## src/rtl/hazard_pkg.sv

```systemverilog
// Shared constants for the hazard controller with MDU scoreboard.
// Build option: HAZARD_PERF_CNT_EN adds stall/flush performance counters.
package hazard_pkg;

  localparam int REG_W_DEF = 5;

  localparam logic [1:0] FWD_RF = 2'b00;
  localparam logic [1:0] FWD_W  = 2'b01;
  localparam logic [1:0] FWD_M  = 2'b10;

  // The M stage holds the younger result, so it beats W.
  function automatic logic [1:0] fwd_sel(input logic m_hit, input logic w_hit);
    if (m_hit)      return FWD_M;
    else if (w_hit) return FWD_W;
    else            return FWD_RF;
  endfunction

endpackage

```

## src/rtl/hazard_ctrl_sb_if.sv

```systemverilog
// Pipeline-side signal bundle of the hazard controller.
// Build option: HAZARD_PERF_CNT_EN adds PERF_W and the two counter outputs.
interface hazard_ctrl_sb_if #(
  parameter int REG_W = hazard_pkg::REG_W_DEF
`ifdef HAZARD_PERF_CNT_EN
  , parameter int PERF_W = 32
`endif
);
  logic [REG_W-1:0] Rs1D, Rs2D, RdD;
  logic             RegWriteD, MduOpD;
  logic [REG_W-1:0] Rs1E, Rs2E, RdE;
  logic             ResultSrcb0E, MduStartE, PCSrcE;
  logic [REG_W-1:0] RdM, RdW;
  logic             RegWriteM, RegWriteW;
  // MemReqM/MemReadyM: a request in M completes in the cycle both are high;
  // while MemReqM is high and MemReadyM low the whole pipeline waits.
  logic             MemReqM, MemReadyM;
  logic             MduDone;
  logic [REG_W-1:0] MduRd;
  logic [1:0]       ForwardAE, ForwardBE;
  logic             StallF, StallD, StallE, StallM;
  logic             FlushD, FlushE, FlushW;
  logic             MduBusy;
`ifdef HAZARD_PERF_CNT_EN
  logic [PERF_W-1:0] PerfStallCnt, PerfFlushCnt;
`endif

  modport master (
    output Rs1D, Rs2D, RdD, RegWriteD, MduOpD, Rs1E, Rs2E, RdE,
           ResultSrcb0E, MduStartE, PCSrcE, RdM, RdW, RegWriteM, RegWriteW,
           MemReqM, MemReadyM, MduDone, MduRd,
    input  ForwardAE, ForwardBE, StallF, StallD, StallE, StallM,
           FlushD, FlushE, FlushW, MduBusy
`ifdef HAZARD_PERF_CNT_EN
    , input PerfStallCnt, PerfFlushCnt
`endif
  );

  modport slave (
    input  Rs1D, Rs2D, RdD, RegWriteD, MduOpD, Rs1E, Rs2E, RdE,
           ResultSrcb0E, MduStartE, PCSrcE, RdM, RdW, RegWriteM, RegWriteW,
           MemReqM, MemReadyM, MduDone, MduRd,
    output ForwardAE, ForwardBE, StallF, StallD, StallE, StallM,
           FlushD, FlushE, FlushW, MduBusy
`ifdef HAZARD_PERF_CNT_EN
    , output PerfStallCnt, PerfFlushCnt
`endif
  );

endinterface

```

## src/rtl/hazard_scoreboard.sv

```systemverilog
// Pending-write bit per register plus a busy flag for the single
// outstanding MDU operation. x0 is never marked pending.
module hazard_scoreboard
  import hazard_pkg::*;
#(
  parameter int REG_W = REG_W_DEF,
  parameter int NREGS = 2**REG_W
) (
  input  logic             clk,
  input  logic             rst,
  input  logic             set_en,
  input  logic [REG_W-1:0] set_rd,
  input  logic             clr_en,
  input  logic [REG_W-1:0] clr_rd,
  input  logic [REG_W-1:0] rs1,
  input  logic [REG_W-1:0] rs2,
  input  logic [REG_W-1:0] rd,
  output logic             rs1_pend,
  output logic             rs2_pend,
  output logic             rd_pend,
  output logic             busy
);

  logic [NREGS-1:0] pending_q, pending_d;
  logic             busy_q, busy_d;

  // Clear is applied first so a same-cycle set on the same register wins;
  // a completion with nothing outstanding is dropped.
  always_comb begin
    pending_d = pending_q;
    busy_d    = busy_q;
    if (clr_en && busy_q) begin
      pending_d[clr_rd] = 1'b0;
      busy_d            = 1'b0;
    end
    if (set_en) begin
      if (set_rd != '0) pending_d[set_rd] = 1'b1;
      busy_d = 1'b1;
    end
    pending_d[0] = 1'b0;
  end

  always_ff @(posedge clk or posedge rst) begin
    if (rst) begin
      pending_q <= '0;
      busy_q    <= 1'b0;
    end else begin
      pending_q <= pending_d;
      busy_q    <= busy_d;
    end
  end

  assign rs1_pend = pending_q[rs1];
  assign rs2_pend = pending_q[rs2];
  assign rd_pend  = pending_q[rd];
  assign busy     = busy_q;

endmodule

```

## src/rtl/hazard_ctrl_sb.sv

```systemverilog
// Five-stage hazard controller: forwarding, load-use, MDU scoreboard,
// memory wait states and branch flushes. Build option: HAZARD_PERF_CNT_EN.
module hazard_ctrl_sb
  import hazard_pkg::*;
#(
  parameter int REG_W = REG_W_DEF,
  parameter int NREGS = 2**REG_W
`ifdef HAZARD_PERF_CNT_EN
  , parameter int PERF_W = 32
`endif
) (
  input  logic               clk,
  input  logic               reset,
  hazard_ctrl_sb_if.slave    hif
);

  logic rs1_pend, rs2_pend, rd_pend, mdu_busy;
  logic lw_stall, sb_stall, mem_stall;
  logic stall_e, sb_set;

  assign mem_stall = hif.MemReqM & ~hif.MemReadyM;
  assign stall_e   = mem_stall;
  assign sb_set    = hif.MduStartE & ~stall_e;

  hazard_scoreboard #(.REG_W(REG_W), .NREGS(NREGS)) u_sb (
    .clk      (clk),
    .rst      (reset),
    .set_en   (sb_set),
    .set_rd   (hif.RdE),
    .clr_en   (hif.MduDone),
    .clr_rd   (hif.MduRd),
    .rs1      (hif.Rs1D),
    .rs2      (hif.Rs2D),
    .rd       (hif.RdD),
    .rs1_pend (rs1_pend),
    .rs2_pend (rs2_pend),
    .rd_pend  (rd_pend),
    .busy     (mdu_busy)
  );

  assign lw_stall = hif.ResultSrcb0E & ((hif.Rs1D == hif.RdE) | (hif.Rs2D == hif.RdE));

  // A launching MDU op in E counts as busy so D cannot issue a second one.
  assign sb_stall = rs1_pend | rs2_pend | (hif.RegWriteD & rd_pend)
                  | (hif.MduOpD & (mdu_busy | hif.MduStartE));

  assign hif.ForwardAE = fwd_sel((hif.Rs1E != '0) && hif.RegWriteM && (hif.Rs1E == hif.RdM),
                                 (hif.Rs1E != '0) && hif.RegWriteW && (hif.Rs1E == hif.RdW));
  assign hif.ForwardBE = fwd_sel((hif.Rs2E != '0) && hif.RegWriteM && (hif.Rs2E == hif.RdM),
                                 (hif.Rs2E != '0) && hif.RegWriteW && (hif.Rs2E == hif.RdW));

  assign hif.StallF  = lw_stall | sb_stall | mem_stall;
  assign hif.StallD  = lw_stall | sb_stall | mem_stall;
  assign hif.StallE  = stall_e;
  assign hif.StallM  = mem_stall;
  assign hif.FlushW  = mem_stall;
  // A frozen branch re-resolves once memory is ready, so holding off is safe.
  assign hif.FlushE  = ~mem_stall & (lw_stall | sb_stall | hif.PCSrcE);
  assign hif.FlushD  = ~mem_stall & hif.PCSrcE;
  assign hif.MduBusy = mdu_busy;

`ifdef HAZARD_PERF_CNT_EN
  logic [PERF_W-1:0] stall_cnt_q, stall_cnt_d;
  logic [PERF_W-1:0] flush_cnt_q, flush_cnt_d;

  always_comb begin
    stall_cnt_d = stall_cnt_q;
    flush_cnt_d = flush_cnt_q;
    if (hif.StallF && (stall_cnt_q != '1))
      stall_cnt_d = stall_cnt_q + PERF_W'(1);
    if ((hif.FlushD || hif.FlushE) && (flush_cnt_q != '1))
      flush_cnt_d = flush_cnt_q + PERF_W'(1);
  end

  always_ff @(posedge clk or posedge reset) begin
    if (reset) begin
      stall_cnt_q <= '0;
      flush_cnt_q <= '0;
    end else begin
      stall_cnt_q <= stall_cnt_d;
      flush_cnt_q <= flush_cnt_d;
    end
  end

  assign hif.PerfStallCnt = stall_cnt_q;
  assign hif.PerfFlushCnt = flush_cnt_q;
`endif

endmodule
```

## src/flat_wrapper.sv

```systemverilog
// flat-port wrapper written by rule: the top's interface ports become plain ports
module hazard_ctrl_sb_flat import hazard_pkg::*;
#(
  parameter int REG_W = REG_W_DEF,
  parameter int NREGS = 2**REG_W

)
  (clk, reset, hif_Rs1D, hif_Rs2D, hif_RdD, hif_RegWriteD, hif_MduOpD, hif_Rs1E, hif_Rs2E, hif_RdE, hif_ResultSrcb0E, hif_MduStartE, hif_PCSrcE, hif_RdM, hif_RdW, hif_RegWriteM, hif_RegWriteW, hif_MemReqM, hif_MemReadyM, hif_MduDone, hif_MduRd, hif_ForwardAE, hif_ForwardBE, hif_StallF, hif_StallD, hif_StallE, hif_StallM, hif_FlushD, hif_FlushE, hif_FlushW, hif_MduBusy);
  hazard_ctrl_sb_if #(.REG_W(REG_W)) hif_i ();
  input  logic clk;
  input  logic reset;
  input wire logic [$bits(hif_i.Rs1D)-1:0] hif_Rs1D;
  input wire logic [$bits(hif_i.Rs2D)-1:0] hif_Rs2D;
  input wire logic [$bits(hif_i.RdD)-1:0] hif_RdD;
  input wire logic [$bits(hif_i.RegWriteD)-1:0] hif_RegWriteD;
  input wire logic [$bits(hif_i.MduOpD)-1:0] hif_MduOpD;
  input wire logic [$bits(hif_i.Rs1E)-1:0] hif_Rs1E;
  input wire logic [$bits(hif_i.Rs2E)-1:0] hif_Rs2E;
  input wire logic [$bits(hif_i.RdE)-1:0] hif_RdE;
  input wire logic [$bits(hif_i.ResultSrcb0E)-1:0] hif_ResultSrcb0E;
  input wire logic [$bits(hif_i.MduStartE)-1:0] hif_MduStartE;
  input wire logic [$bits(hif_i.PCSrcE)-1:0] hif_PCSrcE;
  input wire logic [$bits(hif_i.RdM)-1:0] hif_RdM;
  input wire logic [$bits(hif_i.RdW)-1:0] hif_RdW;
  input wire logic [$bits(hif_i.RegWriteM)-1:0] hif_RegWriteM;
  input wire logic [$bits(hif_i.RegWriteW)-1:0] hif_RegWriteW;
  input wire logic [$bits(hif_i.MemReqM)-1:0] hif_MemReqM;
  input wire logic [$bits(hif_i.MemReadyM)-1:0] hif_MemReadyM;
  input wire logic [$bits(hif_i.MduDone)-1:0] hif_MduDone;
  input wire logic [$bits(hif_i.MduRd)-1:0] hif_MduRd;
  output wire logic [$bits(hif_i.ForwardAE)-1:0] hif_ForwardAE;
  output wire logic [$bits(hif_i.ForwardBE)-1:0] hif_ForwardBE;
  output wire logic [$bits(hif_i.StallF)-1:0] hif_StallF;
  output wire logic [$bits(hif_i.StallD)-1:0] hif_StallD;
  output wire logic [$bits(hif_i.StallE)-1:0] hif_StallE;
  output wire logic [$bits(hif_i.StallM)-1:0] hif_StallM;
  output wire logic [$bits(hif_i.FlushD)-1:0] hif_FlushD;
  output wire logic [$bits(hif_i.FlushE)-1:0] hif_FlushE;
  output wire logic [$bits(hif_i.FlushW)-1:0] hif_FlushW;
  output wire logic [$bits(hif_i.MduBusy)-1:0] hif_MduBusy;
  assign hif_i.Rs1D = hif_Rs1D;
  assign hif_i.Rs2D = hif_Rs2D;
  assign hif_i.RdD = hif_RdD;
  assign hif_i.RegWriteD = hif_RegWriteD;
  assign hif_i.MduOpD = hif_MduOpD;
  assign hif_i.Rs1E = hif_Rs1E;
  assign hif_i.Rs2E = hif_Rs2E;
  assign hif_i.RdE = hif_RdE;
  assign hif_i.ResultSrcb0E = hif_ResultSrcb0E;
  assign hif_i.MduStartE = hif_MduStartE;
  assign hif_i.PCSrcE = hif_PCSrcE;
  assign hif_i.RdM = hif_RdM;
  assign hif_i.RdW = hif_RdW;
  assign hif_i.RegWriteM = hif_RegWriteM;
  assign hif_i.RegWriteW = hif_RegWriteW;
  assign hif_i.MemReqM = hif_MemReqM;
  assign hif_i.MemReadyM = hif_MemReadyM;
  assign hif_i.MduDone = hif_MduDone;
  assign hif_i.MduRd = hif_MduRd;
  assign hif_ForwardAE = hif_i.ForwardAE;
  assign hif_ForwardBE = hif_i.ForwardBE;
  assign hif_StallF = hif_i.StallF;
  assign hif_StallD = hif_i.StallD;
  assign hif_StallE = hif_i.StallE;
  assign hif_StallM = hif_i.StallM;
  assign hif_FlushD = hif_i.FlushD;
  assign hif_FlushE = hif_i.FlushE;
  assign hif_FlushW = hif_i.FlushW;
  assign hif_MduBusy = hif_i.MduBusy;
  hazard_ctrl_sb #(.REG_W(REG_W), .NREGS(NREGS)) u_core (.clk(clk), .reset(reset), .hif(hif_i));
endmodule
```

## config.mk

```make
export PLATFORM = sky130hd
export DESIGN_NAME = hazard_ctrl_sb_flat
export DESIGN_NICKNAME = d
export VERILOG_FILES = /design/src/rtl/hazard_pkg.sv /design/src/rtl/hazard_ctrl_sb_if.sv /design/src/rtl/hazard_scoreboard.sv /design/src/rtl/hazard_ctrl_sb.sv /design/src/flat_wrapper.sv
export SDC_FILE = /design/constraint.sdc
export NUM_CORES = 1
export LEC_CHECK = 0
export ABC_AREA = 0
export CORE_MARGIN = 2
export CORE_UTILIZATION = 35
export DETAILED_ROUTE_END_ITERATION = 8
export DONT_BUFFER_PORTS = 1
export GPL_TIMING_DRIVEN = 1
export PLACE_DENSITY = 0.56
export SLEW_MARGIN = 40
export SYNTH_ARGS = -nofsm -noshare
export SYNTH_HDL_FRONTEND = slang
export SYNTH_SLANG_ARGS = --single-unit
```

## constraint.sdc

```tcl
create_clock -name clk -period 2.6 [get_ports clk]
set_clock_uncertainty 0.15 [all_clocks]
set_input_delay 0.26 -clock clk [delete_from_list [all_inputs] [get_ports clk]]
set_output_delay 0.26 -clock clk [all_outputs]
set_load 0.01 [all_outputs]
```

=== Yosys cells after proc, flatten, opt, wreduce, memory -nomap -nowiden ===
Index checks and enable logic that the tools add are counted.

* Magnitude comparators: 7
* Bitwise gates (word level): 20
* Reductions and logical operators: 15
* Equal/unequal tests: 6
* Mux-type cells: 19

{| class="wikitable"
|+ Operator list
! operator !! count
|-
| 32-bit 2-to-1 mux || 3
|-
| 32-bit AND || 1
|-
| 32-bit NOT || 1
|-
| 32-bit OR || 1
|-
| 5-bit == test || 6
|-
| 5-bit by 6-bit < comparator with 1-bit output, second input constant || 5
|-
| 1-bit binary-select mux with 5-bit select || 3
|-
| 5-bit nonzero test || 3
|-
| 1-bit logical AND || 11
|-
| 1-bit demux with 5-bit select || 2
|-
| 5-bit by 1-bit >= comparator with 1-bit output, second input constant || 2
|-
| 1-bit 2-to-1 mux || 9
|-
| 1-bit OR || 8
|-
| 1-bit AND || 7
|-
| 2-bit 2-to-1 mux || 2
|-
| 1-bit NOT || 2
|-
| 2-bit nonzero test || 1
|}

* Flip-flop bits (word level): 32
* Output and inout port bits: 12
* Word-level logic and storage cells: 69
* Input port bits: 57

=== Longest topological paths before layout ===
Gate-level depths: netlist of the first run.

* Depth in word-level cells: 10
* Depth in mapped cells: 9
* Gate-level depth less buffers: 6

=== Modules after synthesis ===
A second synthesis of the first run with hierarchy kept.

* Cells, all modules: 294
* Area total of the unflattened synthesis: 2735.1 um^2

{| class="wikitable"
|+ Modules (own cells, without submodules)
! module !! sequential area each (um^2) !! cells an instance !! instances !! area each (um^2)
|-
| hazard_scoreboard || 800.8 || 233 || 1 || 2243.4
|-
| hazard_ctrl_sb || 0.0 || 61 || 1 || 491.7
|}

=== Least setup slack after synthesis of the first run ===
OpenSTA, ideal clock, no wires.

* Path type: input to output
* Start point: input port hif_Rs2D[1]
* End point: output port hif_StallF
* Cell stages on the path: 7
* Path slack: 0.156 ns
* Required time: 2.190 ns
* Arrival: 2.034 ns
* Buffers on the path: 2
* Cell sequence: clkbuf_2 mux4_1 mux4_2 nand2_1 nor4b_2 nand3_1 buf_4

* Word-level cells in the longest chain between the ends: 7
* Elaborated cells between the ends (all ways): 10
* Those cells by class: eq/ne: 1; mux: 2; bitwise: 7

{| class="wikitable"
|+ Ends and longest elaborated chain
! item !! line !! RTL
|-
| start: declaration || flat_wrapper.sv:13 || <nowiki>input wire logic [$bits(hif_i.Rs2D)-1:0] hif_Rs2D;</nowiki>
|-
| 1-bit binary-select mux with 5-bit select || hazard_scoreboard.sv:54 || <nowiki>assign rs2_pend = pending_q[rs2];</nowiki>
|-
| 1-bit 2-to-1 mux (not written as such) || hazard_scoreboard.sv:54 ||
|-
| 1-bit OR (2 in series) || hazard_ctrl_sb.sv:44 || <nowiki>assign sb_stall = rs1_pend | rs2_pend | (hif.RegWriteD & rd_pend)</nowiki>
|-
| 1-bit OR || hazard_ctrl_sb.sv:45 || <nowiki>| (hif.MduOpD & (mdu_busy | hif.MduStartE));</nowiki>
|-
| 1-bit OR * (2 in series) || - ||
|-
| end: declaration || flat_wrapper.sv:33 || <nowiki>output wire logic [$bits(hif_i.StallF)-1:0] hif_StallF;</nowiki>
|}

Every way passes the cells marked *; elsewhere a longest branch is shown, timed or not. The select of a mux whose other input is x is not followed.

=== Final worst setup path of the first run ===
* Start point: register u_core.u_sb.pending_q[23]
* End point: output port hif_StallF

* Word-level cells in the longest chain between the ends: 7
* Elaborated cells between the ends (all ways): 12
* Those cells by class: mux: 6; bitwise: 6

{| class="wikitable"
|+ Ends and longest elaborated chain
! item !! line !! RTL
|-
| start: declaration || hazard_scoreboard.sv:24 || <nowiki>logic [NREGS-1:0] pending_q, pending_d;</nowiki>
|-
| start signal: assignment || hazard_scoreboard.sv:48 || <nowiki>pending_q <= pending_d;</nowiki>
|-
| 1-bit binary-select mux with 5-bit select (on tied branches) || hazard_scoreboard.sv:53, hazard_scoreboard.sv:54, hazard_scoreboard.sv:55 ||
|-
| 1-bit 2-to-1 mux (on tied branches) || hazard_scoreboard.sv:53, hazard_scoreboard.sv:54, hazard_scoreboard.sv:55 ||
|-
| 1-bit OR or 1-bit AND (tied branches) || hazard_ctrl_sb.sv:44 ||
|-
| 1-bit OR * || hazard_ctrl_sb.sv:44 ||
|-
| 1-bit OR * || hazard_ctrl_sb.sv:45 ||
|-
| 1-bit OR * (2 in series) || - ||
|}

Marks and branches as above.

==> results of run 1 <==
## cells by family (layout without fill, tap and decap cells)
family                    count (synthesis)  in the layout  synth area share, %
AOI/OAI and AO/OA                        80             80                 16.6
xor gates and xnor gates                 30             30                 10.0
buffers and inverters                    18             24                 3.53
DFF                                      32             32                 30.5
muxes                                    39             39                 21.5
and+or+nand+nor                          85             85                 17.9
## where the power goes
group	total, uW	internal, uW	switching [uW]
registers	730	617	113
logic	541	303	238
clock network	407	211	195
## final timing paths
kind / slack [ns] / end / startpoint
worst min-delay path: 0.04 / u_core.u_sb.pending_q[16] / hif_RdE[4]
min in group asynchronous: 0.36 / u_core.u_sb.pending_q[24] / reset
max in group asynchronous: 1.63 / u_core.u_sb.pending_q[2] / reset
worst min register to register: 0.42 / u_core.u_sb.pending_q[5] / u_core.u_sb.pending_q[5]
worst max register to register: 0.92 / u_core.u_sb.pending_q[21] / u_core.u_sb.busy
worst max-delay path: 0.002 / hif_StallF / u_core.u_sb.pending_q[23]
## state kept, by name, indices dropped and copies added, names as in the netlist
register               count
u_core.u_sb.pending_q     31
u_core.u_sb.busy           1
## routing by layer
| layer | up-vias | GRT usage, % | wire length, um |
|---|---|---|---|
| met5 | - | 0 | 0 |
| met4 | 0 | 7.56 | 158 |
| met3 | 13 | 5.59 | 767 |
| met2 | 138 | 32.4 | 3920 |
| met1 | 1155 | 26.9 | 3400 |
| li1 | 1077 | - | - |
## metrics by stage
stage                     total power (uW)  worst slack (ns)  utilization (%)  TNS (ns)  hold WS (ns)
after global routing                  1770           -0.0339             39.6   -0.0872        0.0624
after detailed placement              1210             0.229             36.9         0         0.135
final                                 1680           0.00220             39.6         0        0.0446
after CTS                             1670           0.00741             39.4         0        0.0342
after global placement                1190             0.248             36.9         0         0.128
after floorplan                       1110             0.156                -         0         0.206
## Yosys cell counts, drive strengths merged
library cell  count  area [um^2]
or3b              1         8.76
nor4              5         31.3
a31oi             1         6.26
a32oi             1         8.76
nand3b            8         60.1
a221oi            1         8.76
and2              1         6.26
nand3            11         55.1
a22oi             4         30.0
nand4             9         56.3
xor2             10         87.6
mux2i            21          210
mux4             12          285
nor3              1         5.00
nor4b             1         15.0
or3               4         25.0
o31ai             1         7.51
a211o             1         8.76
a211oi            1         7.51
buf               8         53.8
nor2             12         45.0
a21oi             5         25.0
nand2            19         71.3
xnor2            20          175
nand4b            2         17.5
clkbuf            6         23.8
or4               2         15.0
mux2              6         67.6
nor2b             5         31.3
a221o             1         11.3
dfrtp            32          801
o21ai            64          320
nand2b            4         25.0
inv               4         15.0
## cell type report
type                            count  share of cell area [%]
Clock buffer                        6                    2.87
Clock inverter                      2                   0.348
Inverter                            4                   0.523
Multi-Input combinational cell    234                    60.7
Sequential cell                    32                    27.9
Tap cell                           99                    4.31
Timing Repair Buffer               12                    3.40
## repair_timing
action / CTS / global route
buffers inserted: 7 / 1
hold buffers: 3 / 0
hold endpoints to repair: 33 / 0
pin swaps: 1 / 4
cloned: 0 / 0
setup endpoints to repair: 3 / 3
resized for setup: 6 / 2
## worst reg2reg max path: cells and delay by family (launching register included)
kind             cells  cell delay [ns]
AO/OA/AOI/OAI        2             0.45
AND/OR/NAND/NOR      1             0.47
flip-flops           1             0.48
==> impl_metrics.csv, run 1 <==
group,metric,value,unit
power_and_ir_drop,power_density,584,nW/um^2
grt,grt_max_degree,33,
synthesis,synth_area,2620,um^2
job,cap_violations,0,
routing,drtPass1Iterations,4,
min_path,whs_path_depth,2,
finish,nFillCells,749,
setup_path,crit_slowest_cell,"mux4_2",
grt,grt_usage,20.5,%
sta,hold_viol,0,
finish,multi_input_area,1740,um^2
clocking,clk_latency,0.28,ns
sta,rsz0062_at_grt,"true",
routing,wirelength,8250,um
setup_path,crit_top_cell,"mux4_2",
setup_path,r2r_cells,3,
grt,grt_pass1_vias,2473,
floorplan,core_area,7250,um^2
sta,slew_violations,0,
routing,first_iter_violations,168,
setup_path,critPathMaxFanout,4,
finish,finalNonFillerCells,389,
floorplan,start_util,36.1,%
clocking,clockBufferDepth,2,
synthesis,ys_ff_latch,32,
setup_path,endpoint_kind,"primary output",
grt,grt_pass1_wl,13100,um
synthesis,syn_nets,341,
routing,drc_errors,0,
finish,layout_common_cells,"o21ai_0 (64), dfrtp_1 (32), mux2i_1 (21), xnor2_1 (20), nand2_1 (18)",
clocking,cts_tree,"done",
power_and_ir_drop,ir_drop,0.000181,V
finish,finalNetCount,346,
sta,period_share,99.9,%
setup_path,cp.depth,5,
routing,wl_per_cell,21.2,um
finish,area_delta_synth_final,9.59,%
place,dpl_cell_area,2680,um^2
synthesis,syn_avg_cell_area,9.23,um^2
finish,drive_gt1_share,14.1,%
routing,vias_per_cell,6.13,
floorplan,dieHeight,90.5,um
place,gpl.final_weighted_congestion,0.847,
sta,fmax,385,MHz
place,dp_hpwl,6210,um
setup_path,cp.arrival,2.19,ns
clocking,root_buffer,"clkbuf_8",
setup_path,critPathLaunchType,"flop",
sta,slew_headroom,55.6,%
finish,design_area,2870,um^2
clocking,htree_levels,2,
setup_path,path_class,"flop to primary output",
routing,num_vias,2383,
sta,min_period,2.60,ns
setup_path,critPathMaxStageDelay,0.49,ns
floorplan,io-pin-count,69,
clocking,clk_transition_reported_paths,0.07,ns
finish,layout_commonest_cell,"o21ai_0",
setup_path,cp_num_buf_inv,0,
place,dp.cells,370,
sta,worstMarginPinSlew,0.660,ns
setup_path,path_delay_family,"multiplexers",
synthesis,yosysSeqAreaShare,30.5,%
floorplan,fp.dieW,90.5,um
synthesis,postSynthCellCount,284,
grt,antenna_found_initial,0,
power_and_ir_drop,leakagePower,0.00108,uW
finish,regArea,801,um^2
setup_path,path_cells,"mux4_2, mux4_2, nand2_2, nor4b_4, nand3_2",
floorplan,num_rows,31,
min_path,hp-class,"primary input to flop",
finish,antenna_cells,0,
routing,ant_nets,0,
synthesis,yosys_warnings,0,
sta,setup_viol,0,
floorplan,die_area,8200,um^2
clocking,cts_inserted_buffers,5,
synthesis,synth_cell_type_count,38,
clocking,cts_sinks,32,
outcome,outcome,"complete, no violations",
place,io_buffers,0,
setup_path,worstPathRequired,2.19,ns
grt,overflow,0,
(Power assumes the default switching activity.)
==> run 2, diff against run 1 <==
- CORE_UTILIZATION: 35 -> 60
- PLACE_DENSITY: 0.56 -> 0.83
==> impl_metrics.csv, run 2 (synthesis gave the netlist of run 1 again) <==
group,metric,value,unit
routing,wl_per_cell,23.2,um
power_and_ir_drop,ir_drop,0.000281,V
floorplan,num_rows,24,
min_path,hold-path-endpoint,"u_core.u_sb.pending_q[6]",
sta,min_period,2.60,ns
clocking,cts_sinks,32,
sta,slew_violations,0,
sta,hold_viol,0,
sta,fmax,384,MHz
clocking,cts_tree,"done",
clocking,clk_transition_reported_paths,0.07,ns
finish,largest_reg_flops,31,
sta,worstMarginPinSlew,0.680,ns
outcome,violations,"negative setup slack",
routing,vias_per_cell,7.20,
setup_path,crit_top_cell,"mux4_2",
setup_path,critPathMaxStageDelay,0.49,ns
sta,setup_viol,2,
floorplan,core_area,4290,um^2
finish,finalNetCount,340,
routing,drc_errors,0,
routing,wirelength,7780,um
routing,num_vias,2419,
finish,utilization,64.5,%
setup_path,cp_num_buf_inv,0,
grt,grt_usage,33.3,%
sta,period_share,100,%
floorplan,io-pin-count,69,
floorplan,dieHeight,70.1,um
finish,area_delta_synth_final,5.58,%
min_path,hp-class,"primary input to flop",
setup_path,r2r-end,"u_core.u_sb.pending_q[12]",
min_path,min_from,"hif_RdE[2]",
place,io_buffers,0,
routing,ant_nets,0,
setup_path,critPathMaxFanout,4,
setup_path,path_delay_family,"multiplexers",
setup_path,critPathLaunchType,"flop",
sta,rsz0062_at_grt,"true",
setup_path,r2r_cells,4,
setup_path,path_cells,"mux4_2, mux4_2, nand2_1, nor4b_4, nand3_2",
finish,antenna_cells,0,
place,dpl_cell_area,2620,um^2
place,place_ws,0.232,ns
finish,regMostFlops,"u_core.u_sb.pending_q",
routing,drtPass1Iterations,5,
grt,overflow,0,
place,gpl.final_weighted_congestion,0.941,
setup_path,crit_slowest_cell,"mux4_2",
setup_path,cp.arrival,2.19,ns
floorplan,start_util,61.0,%
outcome,outcome,"finished with violations",
setup_path,endpoint_kind,"primary output",
clocking,root_buffer,"clkbuf_8",
finish,regArea,801,um^2
finish,drive_gt1_share,10.2,%
floorplan,die_area,4910,um^2
finish,multi_input_area,1740,um^2
clocking,clockBufferDepth,2,
clocking,clk_latency,0.29,ns
grt,grt_max_degree,33,
power_and_ir_drop,leakagePower,0.00105,uW
finish,finalNonFillerCells,336,
finish,nFillCells,369,
grt,antenna_found_initial,0,
min_path,whs_path_depth,2,
sta,slew_headroom,54.2,%
place,dp_hpwl,5580,um
setup_path,path_class,"flop to primary output",
setup_path,rrSetupSlack,0.90,ns
clocking,cts_inserted_buffers,5,
place,dp.cells,323,
routing,first_iter_violations,262,
sta,setup_ws,-0.00256,ns
finish,design_area,2770,um^2
clocking,htree_levels,2,
finish,layout_common_cells,"o21ai_0 (64), dfrtp_1 (32), mux2i_1 (21), xnor2_1 (20), nand2_1 (19)",
setup_path,critPathLaunch,"u_core.u_sb.pending_q[29]",
job,cap_violations,0,
power_and_ir_drop,power_density,593,nW/um^2
floorplan,fp.dieW,70.1,um
setup_path,r2r_start,"u_core.u_sb.busy",
grt,grt_pass1_vias,2464,
setup_path,worstPathRequired,2.19,ns
finish,layout_commonest_cell,"o21ai_0",
grt,grt_pass1_wl,12400,um
-- run 2: repair_timing --
| item | in CTS | in global routing |
|---|---|---|
| gates resized for setup | 4 | 0 |
| pin swaps | 1 | 3 |
| hold buffers | 3 | 0 |
| endpoints found under the setup margin | 3 | 3 |
| hold endpoints to repair | 33 | 0 |
| buffers inserted | 2 | 0 |
-- run 2: worst register-to-register path, stage by stage, from the launching register on --
cell and delay, ns:
dfrtp_1 0.49, nand2_1 0.10, or3_1 0.48, o21ai_0 0.24, o21ai_0 0.11
-- run 2: stage by stage --
step | hold slack [ns] | power (uW) | setup TNS [ns]
2_1_floorplan | 0.206 | 1110 | 0
6_report | 0.0327 | 1640 | -0.00510
3_5_place_dp | 0.117 | 1200 | 0
3_3_place_gp | 0.111 | 1170 | 0
5_1_grt | 0.0615 | 1730 | -0.280
4_1_cts | 0.0307 | 1630 | 0
-- run 2: worst max path at each step --
stage,endpoint,depth (start not counted),slack (ns)
floorplan,hif_StallF,7,0.16
global placement,hif_StallD,5,0.29
detailed placement,hif_StallF,5,0.23
CTS,hif_StallF,5,0.0004
global route,hif_StallD,5,-0.10
finish,hif_StallD,5,-0.003
-- run 2: layer usage --
layer / track usage (%) / wire, um / vias up
met5: 0 / 0 / -
met4: 16.7 / 318 / 0
met3: 10.5 / 845 / 33
met2: 53.2 / 3690 / 176
met1: 40.8 / 2920 / 1143
li1: - / - / 1067
-- run 2: area by class of cell --
type	instances	area share, %
clock buffers	8	3.25
well taps	52	2.35
multi-input cells	234	63.0
flip-flops and latches	32	28.9
inverters	4	0.542
repair buffers	6	1.90
-- run 2: report_power, final --
group	internal (uW)	switching, uW	leakage, uW	total [uW]
sequential	617	126	0.000393	743
clock	216	184	0.0000455	400
combinational	274	223	0.000614	497
total	1110	533	0.00105	1640
